[config.mk]
export PLATFORM = sky130hd
export DESIGN_NAME = ebi_tx_sched
export DESIGN_NICKNAME = d
export VERILOG_FILES = /design/src/rtl/ebi_tx_sched.sv
export SDC_FILE = /design/constraint.sdc
export NUM_CORES = 1
export LEC_CHECK = 0
export CORE_AREA = 2 2 84 62
export DETAILED_ROUTE_END_ITERATION = 6
export DIE_AREA = 0 0 86 64
export HOLD_SLACK_MARGIN = 0.15
export PLACE_DENSITY_LB_ADDON = 0.08
export SYNTH_ARGS = -nofsm -noshare
export SYNTH_HDL_FRONTEND = slang
export SYNTH_SLANG_ARGS = --single-unit
[constraint.sdc]
create_clock -name if_clk -period 3.9 [get_ports if_clk]
set_input_delay 0.975 -clock if_clk [delete_from_list [all_inputs] [get_ports if_clk]]
set_output_delay 0.975 -clock if_clk [all_outputs]
set_load 0.05 [all_outputs]
[src/rtl/ebi_tx_sched.sv]
// Credit-aware weighted round-robin scheduler for the EBI serial transmit path.
// One message in flight; bounded retries and wait time fence off failing channels.
module ebi_tx_sched #(
  parameter int CHANNEL_NUM       = 4,
  parameter int CHANNEL_NUM_WIDTH = 2,
  parameter int WEIGHT_WIDTH      = 4,
  parameter int MAX_RETRY         = 7,
  parameter int TIMEOUT_CYCLES    = 1024
) (
  input  logic                                     if_clk,
  input  logic                                     rst,
  input  logic [CHANNEL_NUM-1:0]                   req_valid,
  output logic [CHANNEL_NUM-1:0]                   req_grant,
  input  logic [CHANNEL_NUM-1:0]                   cfg_enable,
  input  logic [CHANNEL_NUM-1:0][WEIGHT_WIDTH-1:0] cfg_weight,
  input  logic [CHANNEL_NUM-1:0]                   cfg_clear_err,
  output logic                                     link_valid,
  input  logic                                     link_ready,
  output logic [CHANNEL_NUM_WIDTH-1:0]             link_ch_id,
  input  logic                                     cpl_valid,
  input  logic                                     cpl_success,
  output logic                                     err_valid,
  output logic [CHANNEL_NUM_WIDTH-1:0]             err_ch_id,
  output logic [CHANNEL_NUM-1:0]                   err_mask,
  output logic                                     busy
);

  localparam int TIMER_W = (TIMEOUT_CYCLES > 1) ? $clog2(TIMEOUT_CYCLES) : 1;
  localparam int RETRY_W = (MAX_RETRY > 0) ? $clog2(MAX_RETRY + 1) : 1;
  localparam logic [TIMER_W-1:0] TIMER_LAST = TIMER_W'(TIMEOUT_CYCLES - 1);
  localparam logic [RETRY_W-1:0] RETRY_LAST = RETRY_W'(MAX_RETRY - 1);

  typedef enum logic [1:0] {
    S_IDLE  = 2'd0,
    S_ISSUE = 2'd1,
    S_WAIT  = 2'd2
  } state_t;

  function automatic logic [CHANNEL_NUM_WIDTH-1:0] next_ch(input logic [CHANNEL_NUM_WIDTH-1:0] ch);
    if (ch == CHANNEL_NUM_WIDTH'(CHANNEL_NUM - 1)) begin
      return '0;
    end else begin
      return ch + CHANNEL_NUM_WIDTH'(1);
    end
  endfunction

  state_t                                 r_state;
  logic [CHANNEL_NUM-1:0][WEIGHT_WIDTH-1:0] r_quota;
  logic [CHANNEL_NUM_WIDTH-1:0]           r_rr_ptr;
  logic [CHANNEL_NUM_WIDTH-1:0]           r_cur_ch;
  logic [RETRY_W-1:0]                     r_retry_cnt;
  logic [TIMER_W-1:0]                     r_timer;
  logic [CHANNEL_NUM-1:0]                 r_err_mask;
  logic                                   r_link_valid;
  logic                                   r_busy;

  logic [CHANNEL_NUM-1:0]         w_cand;
  logic [CHANNEL_NUM-1:0]         w_elig;
  logic [CHANNEL_NUM_WIDTH-1:0]   w_sel_ch;
  logic                           w_sel_found;
  logic                           w_accept;
  logic [WEIGHT_WIDTH-1:0]        w_quota_dec;
  logic                           w_err_raise;
  logic [CHANNEL_NUM-1:0]         w_err_set;

  assign w_cand   = req_valid & cfg_enable & ~r_err_mask;
  assign w_accept = r_link_valid & link_ready;

  // Eligibility and wrap-around scan for the first eligible channel from rr_ptr.
  always_comb begin
    w_elig      = '0;
    w_sel_ch    = r_rr_ptr;
    w_sel_found = 1'b0;
    for (int i = 0; i < CHANNEL_NUM; i++) begin
      w_elig[i] = w_cand[i] & (r_quota[i] != '0);
    end
    for (int k = 0; k < CHANNEL_NUM; k++) begin
      int idx;
      idx = int'(r_rr_ptr) + k;
      if (idx >= CHANNEL_NUM) begin
        idx = idx - CHANNEL_NUM;
      end else begin
        idx = idx;
      end
      if (!w_sel_found && w_elig[idx]) begin
        w_sel_found = 1'b1;
        w_sel_ch    = CHANNEL_NUM_WIDTH'(idx);
      end else begin
        w_sel_found = w_sel_found;
      end
    end
  end

  // Quota after the grant (saturating) and the error condition while waiting.
  always_comb begin
    w_quota_dec = r_quota[r_cur_ch];
    w_err_set   = '0;
    if (r_quota[r_cur_ch] != '0) begin
      w_quota_dec = r_quota[r_cur_ch] - WEIGHT_WIDTH'(1);
    end else begin
      w_quota_dec = '0;
    end
    w_err_raise = (r_state == S_WAIT) &&
                  ((cpl_valid && !cpl_success && (r_retry_cnt == RETRY_LAST)) ||
                   (!cpl_valid && (r_timer == TIMER_LAST)));
    if (w_err_raise) begin
      w_err_set[r_cur_ch] = 1'b1;
    end else begin
      w_err_set = '0;
    end
  end

  // Handshake-coincident pulses; suppressed while reset is asserted.
  always_comb begin
    req_grant = '0;
    err_valid = 1'b0;
    err_ch_id = '0;
    if (!rst && w_accept) begin
      req_grant[r_cur_ch] = 1'b1;
    end else begin
      req_grant = '0;
    end
    if (!rst && w_err_raise) begin
      err_valid = 1'b1;
      err_ch_id = r_cur_ch;
    end else begin
      err_valid = 1'b0;
      err_ch_id = '0;
    end
  end

  assign link_valid = r_link_valid;
  assign link_ch_id = r_cur_ch;
  assign err_mask   = r_err_mask;
  assign busy       = r_busy;

  // Scheduler FSM with its counters, quotas and sticky error bits.
  always_ff @(posedge if_clk) begin
    if (rst) begin
      r_state      <= S_IDLE;
      r_quota      <= '0;
      r_rr_ptr     <= '0;
      r_cur_ch     <= '0;
      r_retry_cnt  <= '0;
      r_timer      <= '0;
      r_err_mask   <= '0;
      r_link_valid <= 1'b0;
      r_busy       <= 1'b0;
    end else begin
      // Set wins over a coincident clear on the same channel.
      r_err_mask <= (r_err_mask & ~cfg_clear_err) | w_err_set;
      case (r_state)
        S_IDLE: begin
          if (|w_elig) begin
            r_cur_ch     <= w_sel_ch;
            r_state      <= S_ISSUE;
            r_link_valid <= 1'b1;
            r_busy       <= 1'b1;
          end else if (|w_cand) begin
            for (int i = 0; i < CHANNEL_NUM; i++) begin
              r_quota[i] <= (cfg_weight[i] == '0) ? WEIGHT_WIDTH'(1) : cfg_weight[i];
            end
          end else begin
            r_state <= S_IDLE;
          end
        end
        S_ISSUE: begin
          if (w_accept) begin
            r_quota[r_cur_ch] <= w_quota_dec;
            r_rr_ptr          <= (w_quota_dec != '0) ? r_cur_ch : next_ch(r_cur_ch);
            r_state           <= S_WAIT;
            r_link_valid      <= 1'b0;
            r_retry_cnt       <= '0;
            r_timer           <= '0;
          end else begin
            r_state <= S_ISSUE;
          end
        end
        S_WAIT: begin
          if (w_err_raise) begin
            r_state     <= S_IDLE;
            r_busy      <= 1'b0;
            r_rr_ptr    <= next_ch(r_cur_ch);
            r_retry_cnt <= '0;
            r_timer     <= '0;
          end else if (cpl_valid && cpl_success) begin
            r_state     <= S_IDLE;
            r_busy      <= 1'b0;
            r_retry_cnt <= '0;
            r_timer     <= '0;
          end else if (cpl_valid) begin
            r_retry_cnt <= r_retry_cnt + RETRY_W'(1);
            r_timer     <= '0;
          end else begin
            r_timer <= r_timer + TIMER_W'(1);
          end
        end
        default: begin
          r_state      <= S_IDLE;
          r_link_valid <= 1'b0;
          r_busy       <= 1'b0;
        end
      endcase
    end
  end

endmodule

### After elaboration in Yosys (flattened, before gate mapping)

Index checks and enable logic that the tools add are counted.

* bits in latches: 0
* flip-flop bits (word level): 41
* RAM bits: 0
* memories kept: 0
* ROM bits: 0
* input bits: 33
* output and inout port bits: 15

* magnitude comparators: 10
* $add $sub $neg: 11
* divide/modulo/power cells: 0
* reductions and logical operators: 41
* muxes and demuxes: 70
* shift-type cells: 0
* bitwise gates (word level): 13
* $mul: 0
* equal/unequal tests: 13

Operator list (count)
* 32-bit by 4-bit less-than comparator with 1-bit output, second input constant: 4
* 32-bit 2-to-1 mux: 4
* 16-bit 2-to-1 mux: 3
* 10-bit 2-to-1 mux: 4
* 4-bit 2-to-1 mux: 9
* 16-bit case mux with 2 select lines: 1
* 2-bit 2-to-1 mux: 14
* 4-bit nonzero test: 6
* 10-bit case mux with 2 select lines: 1
* 1-bit 2-to-1 mux: 17
* 16-bit bitwise mux: 1
* 4-bit zero test: 4
* 4-bit bitwise AND: 3
* 3-bit 2-to-1 mux: 4
* 3-bit AND reduction: 4
* 3-bit by 3-bit subtractor with 4-bit output, second input constant: 3
* 1-bit logical AND: 11
* 10-bit by 1-bit adder with 10-bit output, second input constant: 1
* 10-bit == test, second input constant: 1
* 2-bit != test, second input constant: 5
* 3-bit >= comparator, second input constant: 3
* 1-bit binary-select mux with 2-bit select: 4
* 4-bit binary-select mux with 2-bit select: 1
* 4-bit demux with 2-bit select: 1
* other kinds (31): 49

### Logic depth before layout (Yosys ltp)

* depth in word-level cells: 16
* mapped depth: 9
* gate-level depth less buffers: 8

### Worst setup path after synthesis

OpenSTA, ideal clock, no wires.

* path type: input port to output port
* start point: input port cpl_success
* end point: output port err_ch_id[0]
* arrival time: 3293 ps
* stages: 4
* data required time: 2925 ps
* path slack: -368 ps
* cells stage by stage: nand2b_1 o22ai_1 nor3b_1 and2_1

* cells in the longest elaborated chain, start to end: 7

RTL lines
* from (decl): RTL line 21 `input logic cpl_success,`
* 1-bit zero test: RTL line 104 `((cpl_valid && !cpl_success && (r_retry_cnt == RETRY_LAST)) ||`
* 1-bit logical AND (2 in series): RTL line 104
* 1-bit logical OR: RTL line 104
* 1-bit logical AND: RTL line 103 `w_err_raise = (r_state == S_WAIT) &&`
* 1-bit logical AND: RTL line 123 `if (!rst && w_err_raise) begin`
* 2-bit 2-to-1 mux: RTL line 123
* to (decl): RTL line 23 `output logic [CHANNEL_NUM_WIDTH-1:0] err_ch_id,`

No other way between the ends.

### Final worst setup path

* start point: input port cpl_valid
* end point: output port err_ch_id[0]

* cells in the longest elaborated chain, start to end: 6
* elaborated cells between the ends (all ways): 8
* those cells by class: 1 x mux; 7 x reduce/logical

RTL lines
* from (decl): RTL line 20 `input logic cpl_valid,`
* 1-bit logical AND or 1-bit zero test (tied branches): RTL line 104, 105
* 1-bit logical AND, on equally long branches: RTL line 104, 105
* 1-bit logical OR *: RTL line 104
* 1-bit logical AND *: RTL line 103
* 1-bit logical AND *: RTL line 123
* 2-bit 2-to-1 mux *: RTL line 123

Mark *: on every way between the ends. The rest lies on a longest branch, timed or not.

==> flow_summary.yaml <==
cells_and_area:
  fin_area_um2: 3240
  drive_gt1_frac: 0.110
  syn_to_final_growth_pct: 28.8
  nFillCells: 395
  fin_nets: 378
  diodes: 0
  layout.cells.non_filler: 392
clock_network:
  cts_buffers: 5
  clock_latency_ns: 0.29
  cts_tree: "built"
  cts_hold_buf: 0
  clockBufferDepth: 2
  root_buffer: "clkbuf_8"
  clk_pin_slew_ns: 0.07
  cts_max_level: 2
  post_cts_buffers: 0
  ctsResizeCount: 0
  cts_sinks: 41
global_routing:
  grt-ovfl-total: 0
  grt_max_degree: 27
  grt_pass1_vias: 2295
  track_usage: 0.263
  antenna_found_initial: 0
  grt_pass1_wl_mm: 11.2
power:
  combPwrFrac: 0.538
  p_int_mw: 1.22
  clockPowerShare: 0.168
  ir_drop_uv: 355
  p_sw_frac: 0.420
  p_leak_nw: 1.27
  p_switching_mw: 0.880
  seqPwrFrac: 0.294
  power_density_nw_per_um2: 647
synth:
  synth_ff_type: "dfxtp_1"
  synth_cells: 284
  synth_cell_types: 51
  seq_area_frac_synth: 0.327
  netlist.area_leader.share: 0.327
  ys_seq_elements: 41
  syn_nets: 328
  synthArstFlopShare: 0
  synth_area_leaders: "dfxtp_1, mux2i_1, nor2_1"
  synth_warnings: 0
  syn-cell-area_um2: 2510
  synth_area_per_cell_um2: 8.85
  synth-edff-count: 0
  synth_area_leader_cell: "dfxtp_1"
floorplanning:
  die_y_um: 64
  ios: 48
  start_util: 0.540
  die-area_um2: 5500
  core_um2: 4650
  die_w_um: 86
  fp-row-count: 21
route:
  avgRoutedWirePerCell_um: 17.2
  vias_per_cell: 5.98
  routed.top_layer: "met4"
  first_iter_violations: 144
  ant_nets: 0
  drc_errors: 0
  firstDrtPassIters: 4
  wirelength_mm: 6.76
  dr_wl_met2_mm: 2.81
  wl_met3_um: 729
  m1WireLength_mm: 3.13
  vias: 2344
timing:
  fin_worst_skew_ns: 0.00905
  fin_crit_ns: 3.42
  hold_viol: 0
  fmax_mhz: 293
  finalSetupViolCount: 0
  rsz0062_at_grt: "no"
  worst_pin_slew_ns: 0.742
  finalCritPeriodShare: 0.876
  slew_headroom: 0.491
  holdWs_ns: 0.501
  slew_viol_final: 0
  fin_setup_tns_ns: 0
critical_path:
  start_kind: "primary input"
  crit_fanout: 4
  cp-end-kind: "primary output"
  cp.arrival_ns: 2.44
  cp.required_ns: 2.92
  crit_type: "primary input to primary output"
placement:
  port_buffers: 47
  gp_congestion: 0.905
  dpl-instance-area_um2: 3120
  placedCellCount: 384
  hpwl_mm: 5.17
flow_run:
  drv_cap: 0
outcome:
  status: "completed"
min_path:
  hold_class: "flop to flop"
[power by group through the flow]
stage / combinational, mW / clock (mW) / sequential [mW]
after floorplan: 0.789 / 0 / 0.636
after global placement: 1.09 / 0 / 0.622
after detailed placement: 1.11 / 0 / 0.622
after CTS: 1.12 / 0.359 / 0.614
after global routing: 1.24 / 0.374 / 0.629
final: 1.13 / 0.352 / 0.617
[registers in the layout (all words and copies together) (netlist names)]
signal and cells:
r_quota 16, r_timer 10, err_mask 4, r_retry_cnt 3, link_ch_id 2, r_rr_ptr 2
r_state 2, busy 1, link_valid 1
[per-layer routing]
layer,GRT usage,vias to the layer above
met5,0,-
met4,0.0635,0
met3,0.0853,11
met2,0.382,100
met1,0.378,1086
li1,-,1147
[cell usage in the layout, fill, tap and decap left out, types with 4 or more instances in the layout]
| cell | netlist | final |
|---|---|---|
| o2111ai_1 | 5 | 5 |
| nand3_1 | 4 | 4 |
| nand2_1 | 18 | 18 |
| clkdlybuf4s50_1 | 0 | 40 |
| xor2_1 | 7 | 7 |
| dfxtp_1 | 41 | 41 |
| clkbuf_8 | 0 | 6 |
| a22o_1 | 4 | 4 |
| buf_4 | 0 | 4 |
| o2bb2ai_1 | 9 | 9 |
| ha_1 | 11 | 11 |
| nor2b_1 | 7 | 7 |
| mux2i_1 | 17 | 17 |
| nand3b_1 | 5 | 5 |
| and2_1 | 7 | 7 |
| nor3_1 | 8 | 8 |
| a21oi_1 | 9 | 9 |
| o21ai_0 | 11 | 11 |
| or2_2 | 4 | 4 |
| mux4_2 | 6 | 6 |
| buf_12 | 0 | 7 |
| nor2_1 | 42 | 42 |
| inv_1 | 11 | 11 |
[cell families after synthesis]
group	Yosys count	synth area share
flip-flops	41	0.327
XOR/XNOR	9	0.0314
AND/OR/NAND/NOR	116	0.236
AO/OA/AOI/OAI	64	0.194
buffers and inverters	19	0.0319
adder cells (fa/ha/maj)	11	0.0548
multiplexers	24	0.126
[critical path: stages]
cell	delay [ns]
clkdlybuf4s50_1	0.52
nand2b_1	0.09
o22ai_1	0.16
nor3b_2	0.32
and2_1	0.23
buf_12	0.15
[cell type report]
class,count,area (um^2),share of cell area
Inverter,11,41.3,0.0128
Clock buffer,7,86.3,0.0267
Multi-Input combinational cell,224,1620,0.500
Tap cell,57,71.3,0.0220
Sequential cell,41,821,0.253
Timing Repair Buffer,51,571,0.176
Clock inverter,1,30.0,0.00927
[worst paths after layout]
| kind | slack (ns) | cells after the start | to | from |
|---|---|---|---|---|
| hold reg to reg | 0.50 | 2 | r_timer[1] | r_timer[1] |
| hold / removal | 0.50 | 2 | r_timer[1] | r_timer[1] |
| setup / recovery | 0.48 | 6 | err_ch_id[0] | cpl_valid |
| setup reg to reg | 0.73 | 8 | r_rr_ptr[0] | link_ch_id[0] |
[through the flow]
stage,util,setup slack [ns],power [mW]
CTS,0.696,0.523,2.09
floorplan,-,0.308,1.42
finish,0.696,0.483,2.10
global placement,0.671,0.526,1.71
detailed placement,0.671,0.547,1.73
global route,0.696,0.362,2.24
[synthesized netlist by cell type (all sizes together), types with 5 or more instances]
cell      n
xor2      7
o2bb2ai   9
o21ai    11
nand2    18
nor3      9
o2111ai   5
ha       11
mux2i    17
nand3b    5
dfxtp    41
nor2     42
nor2b     7
mux4      6
and2      7
inv      11
a21oi     9
clkbuf    6
Power figures use the tool's default switching activity.
==> patch 1: new RTL, same settings <==
Set the parameter `CHANNEL_NUM_WIDTH` to 3 (it was 2).
--- a/src/rtl/ebi_tx_sched.sv
+++ b/src/rtl/ebi_tx_sched.sv
@@ -4,3 +4,3 @@
   parameter int CHANNEL_NUM       = 4,
-  parameter int CHANNEL_NUM_WIDTH = 2,
+  parameter int CHANNEL_NUM_WIDTH = 3,
   parameter int WEIGHT_WIDTH      = 4,
Interface: changed (resized err_ch_id and link_ch_id); port bits go from 48 to 50. The function was not compared with the original's and may differ.
==> patch 1 against the original RTL <==
  * Count of clock-buffer cells in the layout shrank 1
  * Sequential cell count grew 2
  * First-iteration DRC count grew to 2.6 times the old value
  * Routed wire length grew 23%
  * Setup slack lost 190 ps
  * Synthesized area grew 19%
  * Global-route usage grew 5.8 points
  * Cell area grew 13%
  * Power grew 2.0%
  * Die area is the same
  * Via count grew 30%
  * Hold slack gained 1.6 ps
  * Largest power group unchanged
==> patch 1: results (changes against the original RTL) <==
| Metric | Value |
|---|---|
| Via/cell ratio | 6.50 (+8.7%) |
| CP max FO | 7 (+3) |
| Largest net degree at the start of global routing | 34 (+26%) |
| Post-Place Cells | 462 (+20%) |
| Commonest cells post-synth | 56 x nor2_1, 43 x dfxtp_1, 29 x nand2_1 |
| Clock Tree Root | clkbuf_8 |
| Status | finished clean |
| Gr usage total | 32.1% (+5.8 points) |
| Detailed Routing Iterations Pass 1 | 5 (+1) |
| Placement Setup Slack | 324 ps (-223 ps) |
| Unique masters post-synth | 66 (+29%) |
| Post-synthesis sequential area ratio | 28.9% (-3.8 points) |
| Static Leak | 1.38 nW (+9.0%) |
| GPL Wtd Cong | 0.918 (+1.4%) |
| Hpwl dp | 6410 um (+24%) |
| Postcts setup bufs | 0 (unchanged) |
| Num CTS Buffers | 5 (unchanged) |
| Layout cell share with drive strength beyond 1 | 9.47% (-1.6 points) |
| Routed WL | 8320 um (+23%) |
| Post-synthesis cell count | 364 (+28%) |
| Clock Latency Late Sink | 300 ps |
| Routed length per placed instance | 17.7 um (+2.9%) |
| Number of I/O port buffers | 49 (+4.3%) |
| Slew margin rel. | 49.8% (+0.71 points) |
| Synthesized net count | 410 (+25%) |
| Iter 0 DRT Violations | 373 (+160%) |
| Largest reg by FF count | r_quota |
| Largest cells by area after synthesis | dfxtp_1 29%, nor2_1 7.0%, mux2i_1 6.7%, ha_1 5.5%, nand2_1 3.6% |
| Number of global-route vias before repair | 2756 (+20%) |
| CP arrival | 2630 ps (+190 ps) |
| Peak VDD IR | 0.325 mV (-8.5%) |
| Worst-case clock skew | 3.99 ps (-5.06 ps) |
| First-pass GRT wire length | 13900 um (+24%) |
-- patch 1: worst max-delay path, cell delays in order --
cell and delay [ps]:
clkdlybuf4s50_1 440, o31ai_1 360, nand3_1 310, inv_1 210, and2_1 150, buf_4 190
-- patch 1: metal layers --
layer	vias up	routed length [um]	global-route usage [%]
met5	-	0	0
met4	0	149	7.94
met3	24	826	6.59
met2	164	3710	49.1
met1	1419	3640	46.2
li1	1442	-	-
-- patch 1: final timing paths --
kind                                            startpoint                        to  slack (ps)
worst max-delay path                             cpl_valid              err_ch_id[2]         290
worst min-delay path                err_mask[1]$_SDFF_PP0_    err_mask[1]$_SDFF_PP0_         500
worst max register to register  link_ch_id[1]$_SDFFE_PP0P_  r_rr_ptr[0]$_SDFFE_PP0P_        1010
worst min register to register      err_mask[1]$_SDFF_PP0_    err_mask[1]$_SDFF_PP0_         500
-- patch 1: kinds of logic (layout without fill, tap and decap cells) --
kind of cell             Yosys count  after routing  share of synthesized area, %
AO/OA/AOI/OAI                     82             82                          20.5
AND/OR/NAND/NOR                  161            161                          27.5
buffers and inverters             31             79                          4.40
multiplexers                      26             26                          11.0
XOR/XNOR                           8              8                          2.35
adder cells (fa/ha/maj)           13             13                          5.45
flip-flops                        43             43                          28.9
-- patch 1: layout make-up --
cell class	instances	area, um^2
multi-input combinational	290	1990
timing repair buffer	52	581
sequential	43	861
clock buffer	6	82.6
inverter	20	75.1
clock inverter	1	8.76
tap	57	71.3
fill	338	981
-- patch 1: power breakdown --
group | switching (mW) | internal (mW) | total [mW]
clock | 0.159 | 0.143 | 0.301
sequential | 0.108 | 0.514 | 0.623
combinational | 0.733 | 0.480 | 1.21
-- patch 1: per-stage QoR --
stage | cell area, um^2 | hold slack (ps) | utilization (%)
after CTS | 3670 | 501 | 78.9
after global placement | 3580 | 481 | 76.9
after detailed placement | 3580 | 485 | 76.9
after global routing | 3670 | 528 | 78.9
after floorplan | 2980 | 446 | -
final | 3670 | 503 | 78.9
==> patch 2: new RTL, config.mk and constraints unchanged <==
Without the edit above. Register the input `cfg_weight` before use, with the module's reset. The logic sees it one clock later. The other inputs are not delayed to match.
--- a/src/rtl/ebi_tx_sched.sv
+++ b/src/rtl/ebi_tx_sched.sv
@@ -38,2 +38,12 @@
 
+  logic [CHANNEL_NUM-1:0][WEIGHT_WIDTH-1:0] cfg_weight_q;
+
+  always_ff @(posedge if_clk) begin
+    if (rst) begin
+      cfg_weight_q <= '0;
+    end else begin
+      cfg_weight_q <= cfg_weight;
+    end
+  end
+
   function automatic logic [CHANNEL_NUM_WIDTH-1:0] next_ch(input logic [CHANNEL_NUM_WIDTH-1:0] ch);
@@ -160,3 +170,3 @@
             for (int i = 0; i < CHANNEL_NUM; i++) begin
-              r_quota[i] <= (cfg_weight[i] == '0) ? WEIGHT_WIDTH'(1) : cfg_weight[i];
+              r_quota[i] <= (cfg_weight_q[i] == '0) ? WEIGHT_WIDTH'(1) : cfg_weight_q[i];
             end
Formal check against the unedited RTL: not equivalent (a bounded check fails within 10 cycles, from zero or initial values and one cycle with rst high).
==> patch 2 against the original RTL <==
  * Via count rose by 25%
  * Sequential cell count grew 16
  * Cell area increased by 20%
  * Sequential share of layout area grew 4.1 points
  * Clock skew is 1.5 ps lower
  * Setup slack worse by 170 ps
  * Power rose by 14%
  * Register-to-register slack better by 430 ps
  * Highest routed layer unchanged
  * Routed wire length up 15%
  * Synthesized area increased by 25%
  * Fmax shrank 4.7%
==> patch 2: results (changes against the original RTL) <==
| Metric | Value |
|---|---|
| Status | finished clean |
| CP endpoint | err_ch_id[1] |
| Number of global-route vias before repair | 2793 (+22%) |
| Fillcell total | 290 (-27%) |
| Detailed Routing Iterations Pass 1 | 5 (+1) |
| Largest net degree at the start of global routing | 43 (+59%) |
| Post-synthesis sequential area ratio | 36.3% (+3.7 points) |
| GPL Wtd Cong | 0.963 (+6.4%) |
| Gr usage total | 30.6% (+4.3 points) |
| Routed WL | 7770 um (+15%) |
| Via count | 2923 (+25%) |
| Largest cells by area after synthesis | dfxtp_1 36%, mux2i_1 6.4%, nor2_1 5.7%, nor2b_1 4.8%, ha_1 4.4% |
| Worst r2r dst | r_quota[8]$_SDFFE_PP0P_ |
| Worst-case clock skew | 7.56 ps (-1.49 ps) |
| Met1 Use GR | 42.3% (+4.5 points) |
| Hpwl dp | 5680 um (+9.8%) |
| CP max FO | 5 (+1) |
| CP arrival | 2610 ps (+170 ps) |
| Layout cell share with drive strength beyond 1 | 12.5% (+1.5 points) |
| Top delay family on crit path | simple AND/OR/NAND/NOR gates |
| Sw power | 1.02 mW (+16%) |
| First-pass GRT wire length | 13100 um (+17%) |
| Unique masters post-synth | 48 (-5.9%) |
| CP peak stage delay | 460 ps (-60 ps) |
| NumNets Final | 462 (+22%) |
| Slowest CP cell | or4_4 |
| Num CTS Buffers | 9 (+4) |
| Met2 Use GR | 46.7% (+8.5 points) |
| Iter 0 DRT Violations | 293 (+100%) |
| Static Leak | 1.51 nW (+19%) |
| Post-DP Area | 3700 um^2 (+19%) |
-- patch 2: cell types whose count changed after synthesis, moves of 5 or more --
cell / change
nor2b_1: +17
o2bb2ai_1: -9
dfxtp_1: +16
nand2b_1: +11
nand3_2: +5
o22ai_1: +17
o21ai_0: +11
inv_1: +10
nand3_1: +5
xor2_1: -5
nand2_1: +6
nor2_1: +6
-- patch 2: kinds of logic after synthesis --
kind of cell | count (synthesis) | share of synthesized area (%)
buf+inv | 34 | 4.18
xor+xnor | 3 | 0.836
fa+ha+maj | 11 | 4.38
simple gates | 159 | 27.0
flops | 57 | 36.3
mux | 30 | 12.1
compound gates | 72 | 15.2
-- patch 2: stage by stage --
| step | setup slack [ps] | util (%) | std cells | hold WS (ps) |
|---|---|---|---|---|
| 2_1_floorplan | 217 | - | 366 | 452 |
| 3_3_place_gp | 340 | 79.6 | 464 | 469 |
| 3_5_place_dp | 319 | 79.6 | 464 | 483 |
| 4_1_cts | 315 | 83.4 | 480 | 492 |
| 5_1_grt | 241 | 83.4 | 480 | 534 |
| 6_report | 315 | 83.4 | 480 | 487 |
-- patch 2: cell type report --
type	count	area, um^2	share of cell area, %
multi-input combinational	275	1870	48.3
sequential	57	1140	29.4
timing repair buffer	54	538	13.9
clock buffer	9	124	3.19
inverter	21	78.8	2.03
tap	57	71.3	1.84
clock inverter	7	53.8	1.39
-- patch 2: power by group through the flow --
stage	Sequential, mW	Clock (mW)	Combinational [mW]
after floorplan	0.791	0	0.778
after global placement	0.765	0	1.07
after detailed placement	0.767	0	1.09
after CTS	0.755	0.505	1.10
after global routing	0.770	0.538	1.20
final	0.760	0.503	1.12
-- patch 2: per-layer routing --
layer / vias to the layer above / share of wire (%)
met5: - / 0
met2: 140 / 44
met4: 0 / 1.8
met1: 1361 / 45
li1: 1402 / -
met3: 20 / 9.4
